<file path="config.mk">
export PLATFORM = sky130hd
export DESIGN_NAME = uart_tx_mmio
export DESIGN_NICKNAME = d
export VERILOG_FILES = /design/src/rtl/uart_pkg.sv /design/src/rtl/uart_sync_fifo.sv /design/src/rtl/uart_tx_mmio.sv
export SDC_FILE = /design/constraint.sdc
export NUM_CORES = 1
export LEC_CHECK = 0
export BUFFER_PORTS_ARGS = -buffer_cell sky130_fd_sc_hd__buf_2
export CAP_MARGIN = 10
export CORE_ASPECT_RATIO = 0.5
export CORE_MARGIN = 2
export CORE_UTILIZATION = 40
export CTS_BUF_LIST = sky130_fd_sc_hd__clkbuf_8
export DETAILED_ROUTE_END_ITERATION = 16
export PLACE_DENSITY = 0.64
export SKIP_LAST_GASP = 1
export SLEW_MARGIN = 10
export SYNTH_ARGS = -nofsm -noshare
export SYNTH_HDL_FRONTEND = slang
export SYNTH_SLANG_ARGS = --single-unit
</file>
<file path="constraint.sdc">
create_clock -name clk -period 3.4 [get_ports clk]
set_clock_uncertainty 0.05 [all_clocks]
set_input_delay 0.17 -clock clk [delete_from_list [all_inputs] [get_ports clk]]
set_output_delay 0.17 -clock clk [all_outputs]
set_load 0.02 [all_outputs]
</file>
<file path="src/rtl/uart_pkg.sv">
// Shared types and constants for the memory-mapped UART transmitter.
// Optional even-parity bit is enabled with the UART_TX_PARITY_EN macro.
package uart_pkg;

  typedef enum logic [2:0] {IDLE, START, DATA, PARITY, STOP} state_e;

  // Register offsets, decoded from Address[3:2]
  localparam logic [1:0] TXDATA_OFS = 2'd0;
  localparam logic [1:0] STATUS_OFS = 2'd1;

  // STATUS bit positions
  localparam int ST_FULL   = 0;
  localparam int ST_EMPTY  = 1;
  localparam int ST_BUSY   = 2;
  localparam int ST_OVF    = 3;
  localparam int ST_CNT_LO = 4;

  // FIFO count as reported in STATUS[7:4], clamped to 15
  function automatic logic [3:0] sat_cnt(input logic [31:0] c);
    return (c > 32'd15) ? 4'hF : c[3:0];
  endfunction

endpackage

</file>
<file path="src/rtl/uart_sync_fifo.sv">
// Single-clock FIFO with async reset. Push while full and pop while empty
// are ignored; DEPTH must be a power of two so the pointers wrap naturally.
module uart_sync_fifo #(
  parameter int WIDTH = 8,
  parameter int DEPTH = 8,
  localparam int AW = $clog2(DEPTH),
  localparam int CW = AW + 1
) (
  input  logic             clk,
  input  logic             reset,
  input  logic             push,
  input  logic             pop,
  input  logic [WIDTH-1:0] din,
  output logic [WIDTH-1:0] dout,
  output logic             full,
  output logic             empty,
  output logic [CW-1:0]    count
);

  logic [WIDTH-1:0] mem_q [DEPTH];
  logic [AW-1:0]    wr_ptr_q, wr_ptr_d, rd_ptr_q, rd_ptr_d;
  logic [CW-1:0]    cnt_q, cnt_d;
  logic             do_push, do_pop;

  assign full    = (cnt_q == CW'(DEPTH));
  assign empty   = (cnt_q == '0);
  assign count   = cnt_q;
  assign dout    = mem_q[rd_ptr_q];
  assign do_push = push & ~full;
  assign do_pop  = pop & ~empty;

  // Pointer and occupancy update; push and pop on one edge cancel in the count
  always_comb begin
    wr_ptr_d = wr_ptr_q + AW'(do_push);
    rd_ptr_d = rd_ptr_q + AW'(do_pop);
    cnt_d    = cnt_q + CW'(do_push) - CW'(do_pop);
  end

  // Pointer/count registers
  always_ff @(posedge clk or posedge reset) begin
    if (reset) begin
      wr_ptr_q <= '0;
      rd_ptr_q <= '0;
      cnt_q    <= '0;
    end else begin
      wr_ptr_q <= wr_ptr_d;
      rd_ptr_q <= rd_ptr_d;
      cnt_q    <= cnt_d;
    end
  end

  // Storage array; contents need no reset since count gates visibility
  always_ff @(posedge clk) begin
    if (do_push) mem_q[wr_ptr_q] <= din;
  end

endmodule

</file>
<file path="src/rtl/uart_tx_mmio.sv">
// Memory-mapped UART transmitter: TXDATA pushes into a FIFO, STATUS reports
// full/empty/busy/overflow/count, bytes go out 8N1 LSB first on tx.
// Define UART_TX_PARITY_EN to insert an even-parity bit before STOP.
module uart_tx_mmio
  import uart_pkg::*;
#(
  parameter int DATA_WIDTH = 32,
  parameter int FIFO_DEPTH = 8,
  parameter int BAUD_DIV   = 434
) (
  input  logic                  clk,
  input  logic                  reset,
  input  logic                  sel,
  input  logic [DATA_WIDTH-1:0] Address,
  input  logic [DATA_WIDTH-1:0] WriteData,
  input  logic                  MemWrite,
  input  logic                  MemRead,
  output logic [DATA_WIDTH-1:0] ReadData,
  output logic                  tx
);

  localparam int CW = $clog2(FIFO_DEPTH) + 1;
  localparam int BW = $clog2(BAUD_DIV);
  localparam logic [BW-1:0] BAUD_LAST = BW'(BAUD_DIV - 1);

  state_e          state_q, state_d;
  logic [BW-1:0]   baud_q, baud_d;
  logic [2:0]      bit_q, bit_d;
  logic [7:0]      shift_q, shift_d;
  logic            ovf_q, ovf_d;
  logic            tx_q, tx_d;
`ifdef UART_TX_PARITY_EN
  logic            par_q, par_d;
`endif

  logic [1:0]      offset;
  logic            wr_tx, wr_st, pop, bit_done;
  logic            fifo_full, fifo_empty;
  logic [7:0]      fifo_dout;
  logic [CW-1:0]   fifo_cnt;
  logic [DATA_WIDTH-1:0] status;
  logic            unused_wdata;

  assign offset       = Address[3:2];
  assign wr_tx        = sel & MemWrite & (offset == TXDATA_OFS);
  assign wr_st        = sel & MemWrite & (offset == STATUS_OFS);
  assign bit_done     = (baud_q == BAUD_LAST);
  assign tx           = tx_q;
  assign unused_wdata = ^{Address[DATA_WIDTH-1:4], Address[1:0], WriteData[DATA_WIDTH-1:8]};

  uart_sync_fifo #(.WIDTH(8), .DEPTH(FIFO_DEPTH)) u_fifo (
    .clk   (clk),
    .reset (reset),
    .push  (wr_tx),
    .pop   (pop),
    .din   (WriteData[7:0]),
    .dout  (fifo_dout),
    .full  (fifo_full),
    .empty (fifo_empty),
    .count (fifo_cnt)
  );

  // Status word and combinational load path
  always_comb begin
    status                      = '0;
    status[ST_FULL]             = fifo_full;
    status[ST_EMPTY]            = fifo_empty;
    status[ST_BUSY]             = (state_q != IDLE);
    status[ST_OVF]              = ovf_q;
    status[ST_CNT_LO +: 4]      = sat_cnt(32'(fifo_cnt));
    ReadData                    = '0;
    if (sel && MemRead && offset == STATUS_OFS) ReadData = status;
  end

  // Sticky overflow: a dropped push sets it, writing 1 to bit3 clears it
  always_comb begin
    ovf_d = ovf_q;
    if (wr_tx && fifo_full)          ovf_d = 1'b1;
    else if (wr_st && WriteData[3])  ovf_d = 1'b0;
  end

  // Frame FSM next state, baud counter, shifter; tx is registered from the
  // current state so the line trails the state by one cycle
  always_comb begin
    state_d = state_q;
    baud_d  = '0;
    bit_d   = bit_q;
    shift_d = shift_q;
    pop     = 1'b0;
    tx_d    = 1'b1;
`ifdef UART_TX_PARITY_EN
    par_d   = par_q;
`endif
    if (state_q != IDLE) baud_d = bit_done ? '0 : baud_q + BW'(1);
    case (state_q)
      IDLE, STOP: begin
        if (state_q == STOP && bit_done) state_d = IDLE;
        if ((state_q == IDLE || bit_done) && !fifo_empty) begin
          pop     = 1'b1;
          state_d = START;
          baud_d  = '0;
          shift_d = fifo_dout;
`ifdef UART_TX_PARITY_EN
          par_d   = ^fifo_dout;
`endif
        end
      end
      START: begin
        tx_d = 1'b0;
        if (bit_done) begin
          state_d = DATA;
          bit_d   = '0;
        end
      end
      DATA: begin
        tx_d = shift_q[0];
        if (bit_done) begin
          shift_d = shift_q >> 1;
          bit_d   = bit_q + 3'd1;
`ifdef UART_TX_PARITY_EN
          if (bit_q == 3'd7) state_d = PARITY;
`else
          if (bit_q == 3'd7) state_d = STOP;
`endif
        end
      end
`ifdef UART_TX_PARITY_EN
      PARITY: begin
        tx_d = par_q;
        if (bit_done) state_d = STOP;
      end
`endif
      default: state_d = IDLE;
    endcase
  end

  // State registers; reset forces the line high and abandons any frame
  always_ff @(posedge clk or posedge reset) begin
    if (reset) begin
      state_q <= IDLE;
      baud_q  <= '0;
      bit_q   <= '0;
      shift_q <= '0;
      ovf_q   <= 1'b0;
      tx_q    <= 1'b1;
`ifdef UART_TX_PARITY_EN
      par_q   <= 1'b0;
`endif
    end else begin
      state_q <= state_d;
      baud_q  <= baud_d;
      bit_q   <= bit_d;
      shift_q <= shift_d;
      ovf_q   <= ovf_d;
      tx_q    <= tx_d;
`ifdef UART_TX_PARITY_EN
      par_q   <= par_d;
`endif
    end
  end

endmodule
</file>
==> flow_summary.toml <==
[drt]
vias_per_cell = 4.90
drtIter0Drc = 171
drt-total-wl_um = 7480
antenna_left = 0
vias = 2408
drc = 0
wire_per_inst_um = 15.2
drt_first_pass_iters = 4

[worst_hold_path]
min_path_type = "in2async"

[layout]
drive_gt1_share_pct = 22.8
fin_nets = 425
fin_area_mm2 = 0.00493
fillers = 929
n_antenna_cell = 0
synthToLayoutAreaGrowth_pct = 9.36
fin_util_pct = 44.9

[synth]
yosysMostFrequentCell = "edfxtp_1"
synth_edf_count = 64
yosysTopAreaCellShare_pct = 42.7
ys_ff_latch = 99
yosysTopAreaCell = "edfxtp_1"
synth.area.top_cells = "edfxtp_1 43%, dfrtp_1 19%, mux4_2 8.0%"
syn_inst = 307
synth_common_cells = "64 x edfxtp_1, 34 x dfrtp_1, 29 x nor2_1"
synthArstFlopShare_pct = 35.4
synth.distinct_cells = 48
avgSynthCellArea_um2 = 14.7
yosysWarnings = 0
synth_flop_cell = "edfxtp_1"
syn_area_mm2 = 0.00451
yosysSeqAreaShare_pct = 62.1

[outcome]
violations = "negative hold slack"
status = "finished with violations"

[worst_setup_path]
cp.depth = 10
critical_path_arrival_ps = 2930
crit_start = "baud_q[3]$_DFF_PP0_"
required_ps = 3640
critPathLaunchType = "flip-flop"
worstSetupEndpointType = "flip-flop"
setup.worst_path.end = "u_fifo.count[3]$_DFF_PP0_"
rrSetupSlack_ps = 710
cp_slowest_stage_delay_ps = 610
r2r_start = "baud_q[3]$_DFF_PP0_"
crit_type = "reg2reg"
crit_path_max_fanout = 7
crit_family = "simple AND/OR/NAND/NOR gates"
worst_path_max_delay_cell = "or4b_4"
reg2regPathDepth = 10
path_buf_inv = 2
reg2reg_to = "u_fifo.count[3]$_DFF_PP0_"
crit_chain = "or4b_4 -> nor2_2 -> o211ai_1 -> inv_1 -> ha_1 -> inv_1 -> ha_1 -> a21o_1 -> a21oi_1 -> xor2_1"

[sta]
fmax_ghz = 0.371
period_share_pct = 79.2
rsz0062_at_grt = "no"
max_slew.worst_pin.slew_ps = 1030
hold_slack_ps = -7.16
finalSetupViolations = 0
fin_crit_ps = 2690
drv_slew = 0
maxSlewHeadroom_pct = 31.1
setup_tns_ps = 0
hold_viol_final = 7

[power]
max-vdd-ir-drop_uv = 187
p_leak_nw = 1.95
p_per_area_mw_per_mm2 = 474

[global_route]
gr-usage-all-layers_pct = 13.4
grt_overflow_total = 0
grt_pass1_vias = 2433
grt_max_degree = 28
antenna_found_initial = 0
grt_pass1_wl_um = 12300

[cts]
insertion_delay_ps = 360
cts_max_level = 3
clk_pin_slew_worst_paths_ps = 90
clock-root-buffer = "clkbuf_8"
cts_buffer_depth = 2
clock-sinks = 99
cts_inserted_buffers = 9
cts_tree = "done"
ctsResizeCount = 0
cts_setup_buffers = 0
hold_buffers = 1

[floorplan]
die_area_mm2 = 0.0122
dieWidth_um = 154
ioPinCount = 102
rows = 27
core_area_mm2 = 0.0110
start_util_pct = 41.0
fp.dieH_um = 79.0

[placed_design]
placed_cell_area_mm2 = 0.00474
dpl.hpwl_um = 5260
gp_congestion = 0.787
portBuffers = 23

[flow_run]
cap_violations = 0
cells by family after synthesis:
| group | share of synthesized area (%) |
|---|---|
| simple gates | 8.55 |
| compound gates | 4.05 |
| xor+xnor | 2.14 |
| mux | 12.3 |
| fa+ha+maj | 4.33 |
| flops | 62.1 |
| buf+inv | 6.39 |
| other cells | 0.0832 |
through the flow:
stage	hold WS [ps]	std cells	power, mW	setup slack [ps]
6_report	-7.16	491	2.34	707
3_5_place_dp	350	474	1.68	728
4_1_cts	0.0584	491	2.36	696
5_1_grt	0.132	491	2.47	475
3_3_place_gp	342	474	1.66	783
2_1_floorplan	219	330	1.62	958
layout make-up:
cell class,count,area (µm²),area share (%)
inverters,18,67.6,1.37
multi-input cells,179,1510,30.5
well taps,145,181,3.68
repair buffers,34,200,4.06
flip-flops and latches,99,2800,56.8
clock inverters,7,50.0,1.02
clock buffers,9,124,2.51
worst min-delay path by stage:
stage | from | to | slack (ps) | cells past startpoint
6_report | reset | shift_q[4]$_DFFE_PP0P_ | -7 | 2
5_1_grt | WriteData[2] | u_fifo.mem_q[2][2]$_DFFE_PP_ | 0.1 | 1
3_5_place_dp | Address[2] | ovf_q$_DFFE_PP0P_ | 350 | 2
4_1_cts | WriteData[2] | u_fifo.mem_q[2][2]$_DFFE_PP_ | 0.06 | 1
2_1_floorplan | WriteData[0] | u_fifo.mem_q[0][0]$_DFFE_PP_ | 220 | 0
3_3_place_gp | Address[2] | ovf_q$_DFFE_PP0P_ | 340 | 2
registers in the layout, indices dropped and copies added, names as in the netlist:
signal / count
ovf_q: 1
state_q: 3
u_fifo.rd_ptr_q: 3
bit_q: 3
u_fifo.mem_q: 64
u_fifo.wr_ptr_q: 3
baud_q: 9
u_fifo.count: 4
tx: 1
shift_q: 8
per-layer routing:
metal	part of all wire, %	up-vias	global-route usage [%]
met2	51	63	23.6
met3	4.4	8	3.71
li1	-	1139	-
met5	0	-	0
met1	43	1198	16.3
met4	1.1	0	4.39
worst register-to-register path: cells and delay by family (launching register included):
family                   cells  cell delay, ps
buffers and inverters        2             180
AO/OA/AOI/OAI                3             510
XOR/XNOR                     1             150
adder cells (fa/ha/maj)      2             410
AND/OR/NAND/NOR              2             890
flip-flops                   1             440
report_power, final:
part | total, mW | internal, mW | switching, mW
clock | 0.684 | 0.272 | 0.413
sequential | 1.40 | 1.35 | 0.0518
combinational | 0.255 | 0.101 | 0.153
placed cells by master, fill, tap and decap left out, drive strengths merged, types with 2 or more instances in the layout:
master	n
inv	23
nor3b	2
conb	24
edfxtp	64
mux2i	9
nor3	7
buf	33
nand3	5
o21ai	3
a21oi	10
dfrtp	34
nor4	3
nor2	30
clkbuf	9
mux4	16
nand4	3
mux2	7
a22oi	2
o22ai	3
xnor2	6
ha	14
nand2b	3
and2	7
xor2	5
a21o	2
nand2	4
No activity file was read; power rests on OpenSTA's default activity.
